[config.mk]
export PLATFORM = sky130hd
export DESIGN_NAME = sgbus_stream_arb
export DESIGN_NICKNAME = d
export VERILOG_FILES = /design/src/rtl/sgbus_pkg.sv /design/src/rtl/sgbus_stream_arb.sv
export SDC_FILE = /design/constraint.sdc
export NUM_CORES = 1
export LEC_CHECK = 0
export BUFFER_PORTS_ARGS = -buffer_cell sky130_fd_sc_hd__buf_2
export CAP_MARGIN = 20
export CELL_PAD_IN_SITES_DETAIL_PLACEMENT = 1
export CELL_PAD_IN_SITES_GLOBAL_PLACEMENT = 2
export CORE_MARGIN = 1.5
export CORE_UTILIZATION = 21
export DETAILED_ROUTE_END_ITERATION = 10
export PLACE_DENSITY_LB_ADDON = 0.1
export SYNTH_ARGS = -nofsm -noshare
export SYNTH_HDL_FRONTEND = slang
export SYNTH_SLANG_ARGS = --single-unit
[constraint.sdc]
create_clock -name stream_clk -period 2.85 [get_ports stream_clk]
set_clock_uncertainty 0.1 [all_clocks]
set_input_delay 0.57 -clock stream_clk [delete_from_list [all_inputs] [get_ports stream_clk]]
set_output_delay 0.57 -clock stream_clk [all_outputs]
set_load 0.05 [all_outputs]
[src/rtl/sgbus_pkg.sv]
// sgbus stream payload types shared by the stream router blocks.
package sgbus_pkg;

  localparam int unsigned DataW = 32;

  // Index width for n items; never narrower than one bit.
  function automatic int unsigned idx_width(input int unsigned n);
    return (n > 1) ? int'($clog2(n)) : 1;
  endfunction

  typedef logic [DataW-1:0] axis_data_t;

  // Header beat layout; pkt_len counts payload beats after the header.
  typedef struct packed {
    logic [7:0]  dst_id;
    logic [7:0]  pkt_id;
    logic [15:0] pkt_len;
  } sgbus_header_t;

  typedef struct packed {
    axis_data_t data;
  } axis_beat_t;

  typedef struct packed {
    logic       tvalid;
    axis_beat_t t;
  } axis_req_t;

  typedef struct packed {
    logic tready;
  } axis_resp_t;

endpackage

[src/rtl/sgbus_stream_arb.sv]
// Packet-atomic N:1 round-robin arbiter for sgbus streams on the tx path.
// A grant is locked for one whole packet (header + pkt_len payload beats).
// Optional macro SGBUS_ARB_PRIO_EN: slave 0 wins every arbitration it requests,
// the other slaves rotate among themselves.
module sgbus_stream_arb #(
  parameter type         axis_req_t  = sgbus_pkg::axis_req_t,
  parameter type         axis_resp_t = sgbus_pkg::axis_resp_t,
  parameter type         axis_data_t = sgbus_pkg::axis_data_t,
  parameter int unsigned SlaveNum    = 2,
  parameter int unsigned MaxPayload  = 128
) (
  input  logic                                        stream_clk,
  input  logic                                        reset,
  input  axis_req_t                                   s_axis_req_i  [SlaveNum],
  output axis_resp_t                                  s_axis_resp_o [SlaveNum],
  output axis_req_t                                   m_axis_req_o,
  input  axis_resp_t                                  m_axis_resp_i,
  output logic [sgbus_pkg::idx_width(SlaveNum)-1:0]   grant_idx_o,
  output logic                                        busy_o,
  output logic                                        len_err_o
);

  localparam int unsigned IdxW = sgbus_pkg::idx_width(SlaveNum);
  localparam int unsigned CntW = sgbus_pkg::idx_width(MaxPayload) + 1;

  typedef enum logic {StIdle, StLock} state_e;

  state_e                  state_q;
  logic [IdxW-1:0]         grant_q;
  logic [IdxW-1:0]         last_grant_q;
  logic                    busy_q;
  logic                    len_err_q;
  logic                    hdr_seen_q;
  logic [CntW-1:0]         rem_q;

  logic [SlaveNum-1:0]     req_valid;
  logic                    win_found;
  logic [IdxW-1:0]         win_idx;
  int unsigned             cand;
  axis_req_t               sel_req;
  axis_data_t              sel_data;
  sgbus_pkg::sgbus_header_t sel_hdr;
  logic [15:0]             hdr_len;
  logic                    len_over;
  logic [CntW-1:0]         rem_load_d;
  logic                    hs;
  logic                    pkt_end;
  logic                    unused_hdr;

  // Decode the locked slave's beat as a header candidate.
  assign sel_req    = s_axis_req_i[grant_q];
  assign sel_data   = sel_req.t.data;
  assign sel_hdr    = sgbus_pkg::sgbus_header_t'(sel_data);
  assign hdr_len    = sel_hdr.pkt_len;
  assign unused_hdr = ^{sel_hdr.dst_id, sel_hdr.pkt_id};
  assign len_over   = 32'(hdr_len) > MaxPayload;
  assign rem_load_d = len_over ? CntW'(MaxPayload) : CntW'(hdr_len);

  assign hs      = (state_q == StLock) && sel_req.tvalid && m_axis_resp_i.tready;
  assign pkt_end = hs && (hdr_seen_q ? (rem_q == CntW'(1)) : (hdr_len == 16'd0));

  // Collect request valids into a vector.
  always_comb begin
    req_valid = '0;
    for (int i = 0; i < int'(SlaveNum); i++) begin
      req_valid[i] = s_axis_req_i[i].tvalid;
    end
  end

  // Pick the next winner, scanning forward from the slave after last_grant.
  always_comb begin
    win_found = 1'b0;
    win_idx   = '0;
    cand      = 0;
`ifdef SGBUS_ARB_PRIO_EN
    if (req_valid[0]) begin
      win_found = 1'b1;
    end
`endif
    for (int unsigned k = 1; k <= SlaveNum; k++) begin
      cand = (32'(last_grant_q) + k) % SlaveNum;
`ifdef SGBUS_ARB_PRIO_EN
      if (!win_found && (cand != 0) && req_valid[IdxW'(cand)]) begin
`else
      if (!win_found && req_valid[IdxW'(cand)]) begin
`endif
        win_found = 1'b1;
        win_idx   = IdxW'(cand);
      end
    end
  end

  // Arbitration / packet-lock state machine with registered status outputs.
  always_ff @(posedge stream_clk) begin
    if (reset) begin
      state_q      <= StIdle;
      grant_q      <= '0;
      last_grant_q <= IdxW'(SlaveNum - 1);
      busy_q       <= 1'b0;
      len_err_q    <= 1'b0;
      hdr_seen_q   <= 1'b0;
      rem_q        <= '0;
    end else begin
      case (state_q)
        StIdle: begin
          if (win_found) begin
            state_q <= StLock;
            grant_q <= win_idx;
            busy_q  <= 1'b1;
          end
        end
        StLock: begin
          if (hs) begin
            if (!hdr_seen_q) begin
              hdr_seen_q <= 1'b1;
              rem_q      <= rem_load_d;
              if (len_over) begin
                len_err_q <= 1'b1;
              end
            end else begin
              rem_q <= rem_q - CntW'(1);
            end
            if (pkt_end) begin
              state_q      <= StIdle;
              busy_q       <= 1'b0;
              last_grant_q <= grant_q;
              hdr_seen_q   <= 1'b0;
              rem_q        <= '0;
            end
          end
        end
        default: state_q <= StIdle;
      endcase
    end
  end

  // Zero-latency pass-through between the locked slave and the egress.
  always_comb begin
    m_axis_req_o = '0;
    for (int i = 0; i < int'(SlaveNum); i++) begin
      s_axis_resp_o[i] = '0;
    end
    if (state_q == StLock) begin
      m_axis_req_o           = sel_req;
      s_axis_resp_o[grant_q] = m_axis_resp_i;
    end
  end

  assign grant_idx_o = grant_q;
  assign busy_o      = busy_q;
  assign len_err_o   = len_err_q;

endmodule
# Word level (Yosys, flattened, before mapping)
# Cells that the tools add are included.
dict set report classes {
  mux 27
  n_bitwise 4
  n_addsub 3
  n_reduce_logical 12
  n_lt_le_gt_ge 5
  eq_ne 4
}
# operator n
set ops {}
lappend ops {{$mux W33} 4}
lappend ops {{$mux W8} 3}
lappend ops {{$gt A16 B8 Y1 const B} 1}
lappend ops {{$logic_not A16 Y1} 1}
lappend ops {{$mux W1} 16}
lappend ops {{$eq A8 B1 Y1 const B} 1}
lappend ops {{$sub A8 B1 Y8 const B} 1}
lappend ops {{$reduce_and A3 Y1} 2}
lappend ops {{$logic_and A1 B1 Y1} 5}
lappend ops {{$lt A1 B2 Y1 const B} 2}
lappend ops {{$ne A2 B1 Y1 const B} 2}
lappend ops {{$pmux W1 S2} 2}
lappend ops {{$reduce_and A2 Y1} 2}
lappend ops {{$reduce_and A4 Y1} 1}
lappend ops {{$add A1 B1 Y1 const B} 2}
lappend ops {{$and A2 B2 Y2} 1}
lappend ops {{$ge A2 B2 Y1 const B} 1}
lappend ops {{$lt A2 B1 Y1 const B} 1}
lappend ops {{$mux W2} 1}
lappend ops {{$ne A2 B2 Y1 const B} 1}
lappend ops {{$not A1 Y1} 2}
lappend ops {{$not A1 Y2} 1}
lappend ops {{$demux W1 S1} 1}
lappend ops {{$logic_not A1 Y1} 1}
dict set report word_totals {
  output_inout_bits 38
  word_cells 62
  regBits 14
  input_bits 69
}

# Longest topological paths before layout
dict set report logic_depth {
  word_depth 10
  ltp_mapped 7
  ltp_nobuf 7
}

# Least setup slack after synthesis
# No wires, ideal clock.
dict set report synth_path {
  kind {reg2out}
  start {register grant_q, in the netlist grant_idx_o}
  end {output port m_axis_req_o[16] (netlist bit)}
  path_stages_with_launch 7
  n_path_buf 4
  slack_ps -83
  arrival_ps 2263
  cell_sequence {dfxtp_1 buf_6 buf_8 buf_2 buf_2 mux2i_1 nor2_1}
}
# element line_no
set synth_lines {}
lappend synth_lines {{start, declared} sgbus_stream_arb.sv:29} ;# logic [IdxW-1:0] grant_q;
lappend synth_lines {{start signal, assigned} sgbus_stream_arb.sv:108} ;# grant_q <= win_idx;
lappend synth_lines {{end, declared} sgbus_stream_arb.sv:16} ;# output axis_req_t m_axis_req_o,

# Worst setup path after layout
dict set report layout_path {
  start {register grant_q, in the netlist grant_idx_o}
  end {register rem_q[3]}
}
dict set report layout_via {
  elab_chain_len 8
}
# element line_no
set layout_rtl {}
lappend layout_rtl {{$not A1 Y2 (implied by the code) *} sgbus_stream_arb.sv:51} ;# assign sel_req = s_axis_req_i[grant_q];
lappend layout_rtl {{$mux W33 (implied by the code) * (3 in series)} sgbus_stream_arb.sv:51}
lappend layout_rtl {{$gt A16 B8 Y1 (tied with other cells)} sgbus_stream_arb.sv:56} ;# assign len_over = 32'(hdr_len) > MaxPayload;
lappend layout_rtl {{$mux W8 (tied with other cells)} sgbus_stream_arb.sv:57} ;# assign rem_load_d = len_over ? CntW'(MaxPayload) : CntW'(hdr_len);
lappend layout_rtl {{$mux W8 / $logic_and A1 B1 Y1 (equally long branches)} {sgbus_stream_arb.sv:114, sgbus_stream_arb.sv:60}}
lappend layout_rtl {{$mux W8} sgbus_stream_arb.sv:123} ;# if (pkt_end) begin
lappend layout_rtl {{end signal, assigned} sgbus_stream_arb.sv:116} ;# rem_q <= rem_load_d;
lappend layout_rtl {{end signal, assigned} sgbus_stream_arb.sv:121} ;# rem_q <= rem_q - CntW'(1);
lappend layout_rtl {{end, declared} sgbus_stream_arb.sv:34} ;# logic [CntW-1:0] rem_q;
# Mark *: on every way between the ends. The rest lies on a longest branch, timed or not. The select of a mux whose other input is x is not followed.
# A chain may end at the register's enable or synchronous reset.

==> flow_summary_export.csv <==
group,metric,value,unit
setup_path,crit_path_start_kind,"flip-flop",
synthesis,synthCells,187,
synthesis,ys_warn_count,0,
die,die-area,7250,um^2
setup_path,endpoint_kind,"flip-flop",
timing,setup_viol,0,
cts,cts_tree,"built",
setup_path,cp.required,2870,ps
cts,clockBufferDepth,2,
synthesis,syn_avg_cell_area,7.58,um^2
job,maxCapViolations,0,
setup_path,r2r_slack,300,ps
setup_path,worstReg2RegEnd,"rem_q[3]",
setup_path,r2r-start,"grant_idx_o",
die,coreArea,6420,um^2
setup_path,cp_cell_sequence,"buf_4 > mux2i_4 > nand3_2 > a2111oi_2 > nand2b_1 > a22oi_1",
synthesis,ys_ff_latch,14,
die,io_pins,107,
timing,setup_tns,0,ps
cts,cts_buffers,3,
detailed_routing,num_vias,1758,
setup_path,reg2reg_depth,6,
detailed_routing,wire_per_inst,14.9,um
cts,post_cts_buffers,0,
setup_path,cp_max_fo,20,
timing,rsz0062_at_grt,"false",
setup_path,cpPeakStageDelay,630,ps
final_layout,nFillCells,838,
grt,grt.overflow.total,0,
timing,fin_crit_sh,89.5,%
power_and_ir_drop,max-vdd-ir-drop,121,uV
outcome,status,"complete, but fails checks",
final_layout,area_delta_synth_final,48.5,%
setup_path,path_depth,6,
synthesis,synth-edff-count,0,
detailed_routing,drc,7,
placed_design,io_buffers,106,
final_layout,diodes,0,
synthesis,synth_ff_type,"dfxtp_1",
detailed_routing,vias_per_cell,4.78,
power_and_ir_drop,power_leakage,0.947,nW
grt,grt_max_degree,34,
synthesis,seq_area_frac_synth,19.8,%
timing,fmax,0.392,GHz
detailed_routing,routed_wirelength,5480,um
detailed_routing,first_pass_iters,9,
timing,period_minus_slack,2550,ps
die,start_util,22.1,%
setup_path,crit_family,"flip-flops",
cts,clk_latency,250,ps
die,die_x,85.2,um
setup_path,critPathKind,"reg -> reg",
final_layout,seq_area,282,um^2
power_and_ir_drop,cellPowerDensity,342,nW/um^2
cts,holdBufCountCts,0,
detailed_routing,ant_nets,0,
synthesis,postSynthNetCount,258,
placed_design,place_hpwl,4580,um
cts,clk_pin_slew,60,ps
synthesis,async_flop_share,0,%
cts,clockRootBuffer,"clkbuf_8",
grt,gr-usage-all-layers,15.6,%
power_and_ir_drop,power.total,0.000720,W
setup_path,cp_slowest_cell,"dfxtp_2",
cts,clock_sinks,14,
die,die_y,85.2,um
timing,slew_violations,0,
detailed_routing,drt_iter0_drc,42,
outcome,violations,"design-rule violations",
cts,htreeDepth,1,
min_path,hold_class,"reg -> reg",
setup_path,endpoint,"rem_q[3]",
setup_path,critPathBufInv,1,
timing,relSlewSlack,66.9,%
setup_path,arrival,2570,ps
grt,grt_pass1_wl,9070,um
final_layout,fin_nets,364,
final_layout,multi_input_area,1090,um^2
synthesis,ys_types,43,
synthesis,synth_area,1420,um^2
setup_path,cp-startpoint,"grant_idx_o",
cts,cts_resized,0,
grt,grt_pass1_vias,1782,
timing,report.final.hold_viol_count,0,
final_layout,layout-drive-gt1-share,47.8,%
timing,worstMarginPinSlew,496,ps
placed_design,place_congestion,0.729,
die,std_cell_rows,29,
grt,antenna_found_initial,0,
-- flip-flops by register name, summed over array words and instances, names as in the netlist --
register / count
state_q: 1
rem_q: 8
busy_o: 1
last_grant_q: 1
grant_idx_o: 1
hdr_seen_q: 1
len_err_o: 1
-- stage by stage --
| stage | hold WS [ps] | cell area (um^2) | cells | util (%) | setup WS [ps] |
|---|---|---|---|---|---|
| after detailed placement | 353 | 2060 | 365 | 32.1 | 263 |
| after global placement | 334 | 2060 | 365 | 32.1 | 352 |
| after CTS | 361 | 2100 | 368 | 32.8 | 261 |
| final | 353 | 2100 | 368 | 32.8 | 299 |
| after global routing | 386 | 2100 | 368 | 32.8 | 64.7 |
| after floorplan | 348 | 1460 | 187 | - | 130 |
-- logic make-up after synthesis --
family                     count (synthesis)  synth area share, %
xor gates and xnor gates                   6                 3.71
buffers and inverters                     18                 6.35
and+or+nand+nor                           82                 27.0
muxes                                     33                 24.2
DFF                                       14                 19.8
AOI/OAI and AO/OA                         32                 17.2
adders and majority gates                  2                 1.76
-- metal layers --
layer	vias up	wire length [um]	global-route usage [%]	part of all wire [%]
li1	878	-	-	-
met1	811	2320	19.3	42
met2	61	2710	27.4	50
met3	8	366	3.50	6.7
met4	0	82	3.73	1.5
met5	-	0	0	0
-- worst min-delay path by stage --
stage,to,cells past startpoint,slack [ps],startpoint
6_report,len_err_o,2,350,len_err_o
5_1_grt,len_err_o,2,390,len_err_o
3_5_place_dp,len_err_o,2,350,len_err_o
4_1_cts,len_err_o,2,360,len_err_o
3_3_place_gp,len_err_o,2,330,len_err_o
2_1_floorplan,rem_q[1],2,350,rem_q[1]
-- power by group --
group | switching, W | total [W] | internal, W
Sequential | 0.0000129 | 0.000215 | 0.000202
Clock | 0.0000688 | 0.000162 | 0.0000936
Combinational | 0.000230 | 0.000343 | 0.000113
-- cell usage in the layout (no fill, tap or decap), types with 3 or more instances in the layout --
cell and count:
nor2_2 16, clkbuf_8 3, nor2_1 26, o21ai_0 10
buf_2 106, o211ai_1 4, xor2_1 4, inv_1 7
a22oi_1 3, mux2i_1 32, nand2_1 16, buf_4 5
nor4_1 6, dfxtp_1 13
-- worst reg2reg max path: cells and delay by family (launching register included) --
family	cells	cell delay (ps)
flip-flops	1	630
buffers and inverters	1	350
multiplexers	1	320
AO/OA/AOI/OAI	2	580
AND/OR/NAND/NOR	2	450
-- Yosys cell counts (2+ instances only) --
master | instances | area share (%)
nor2_1 | 42 | 11
mux2i_1 | 32 | 23
nand2_1 | 16 | 4.2
dfxtp_1 | 14 | 20
o21ai_0 | 10 | 3.5
inv_1 | 7 | 1.9
nor4_1 | 6 | 2.6
clkbuf_1 | 5 | 1.3
o211ai_1 | 4 | 2.1
xor2_1 | 4 | 2.5
a22oi_1 | 3 | 1.6
buf_2 | 3 | 1.1
a21oi_1 | 2 | 0.71
ha_1 | 2 | 1.8
nand3_1 | 2 | 0.71
nor3_1 | 2 | 0.71
nor3b_1 | 2 | 1.1
o21a_1 | 2 | 1.1
o32a_1 | 2 | 1.4
or2_2 | 2 | 0.88
or4_1 | 2 | 1.1
xnor2_1 | 2 | 1.2
-- final cells by class --
class / count / area share (%)
well taps: 77 / 4.58
clock buffers: 3 / 1.96
multi-input cells: 155 / 51.7
inverters: 8 / 1.43
repair buffers: 111 / 27.0
flip-flops and latches: 14 / 13.4
(Power assumes the default switching activity.)
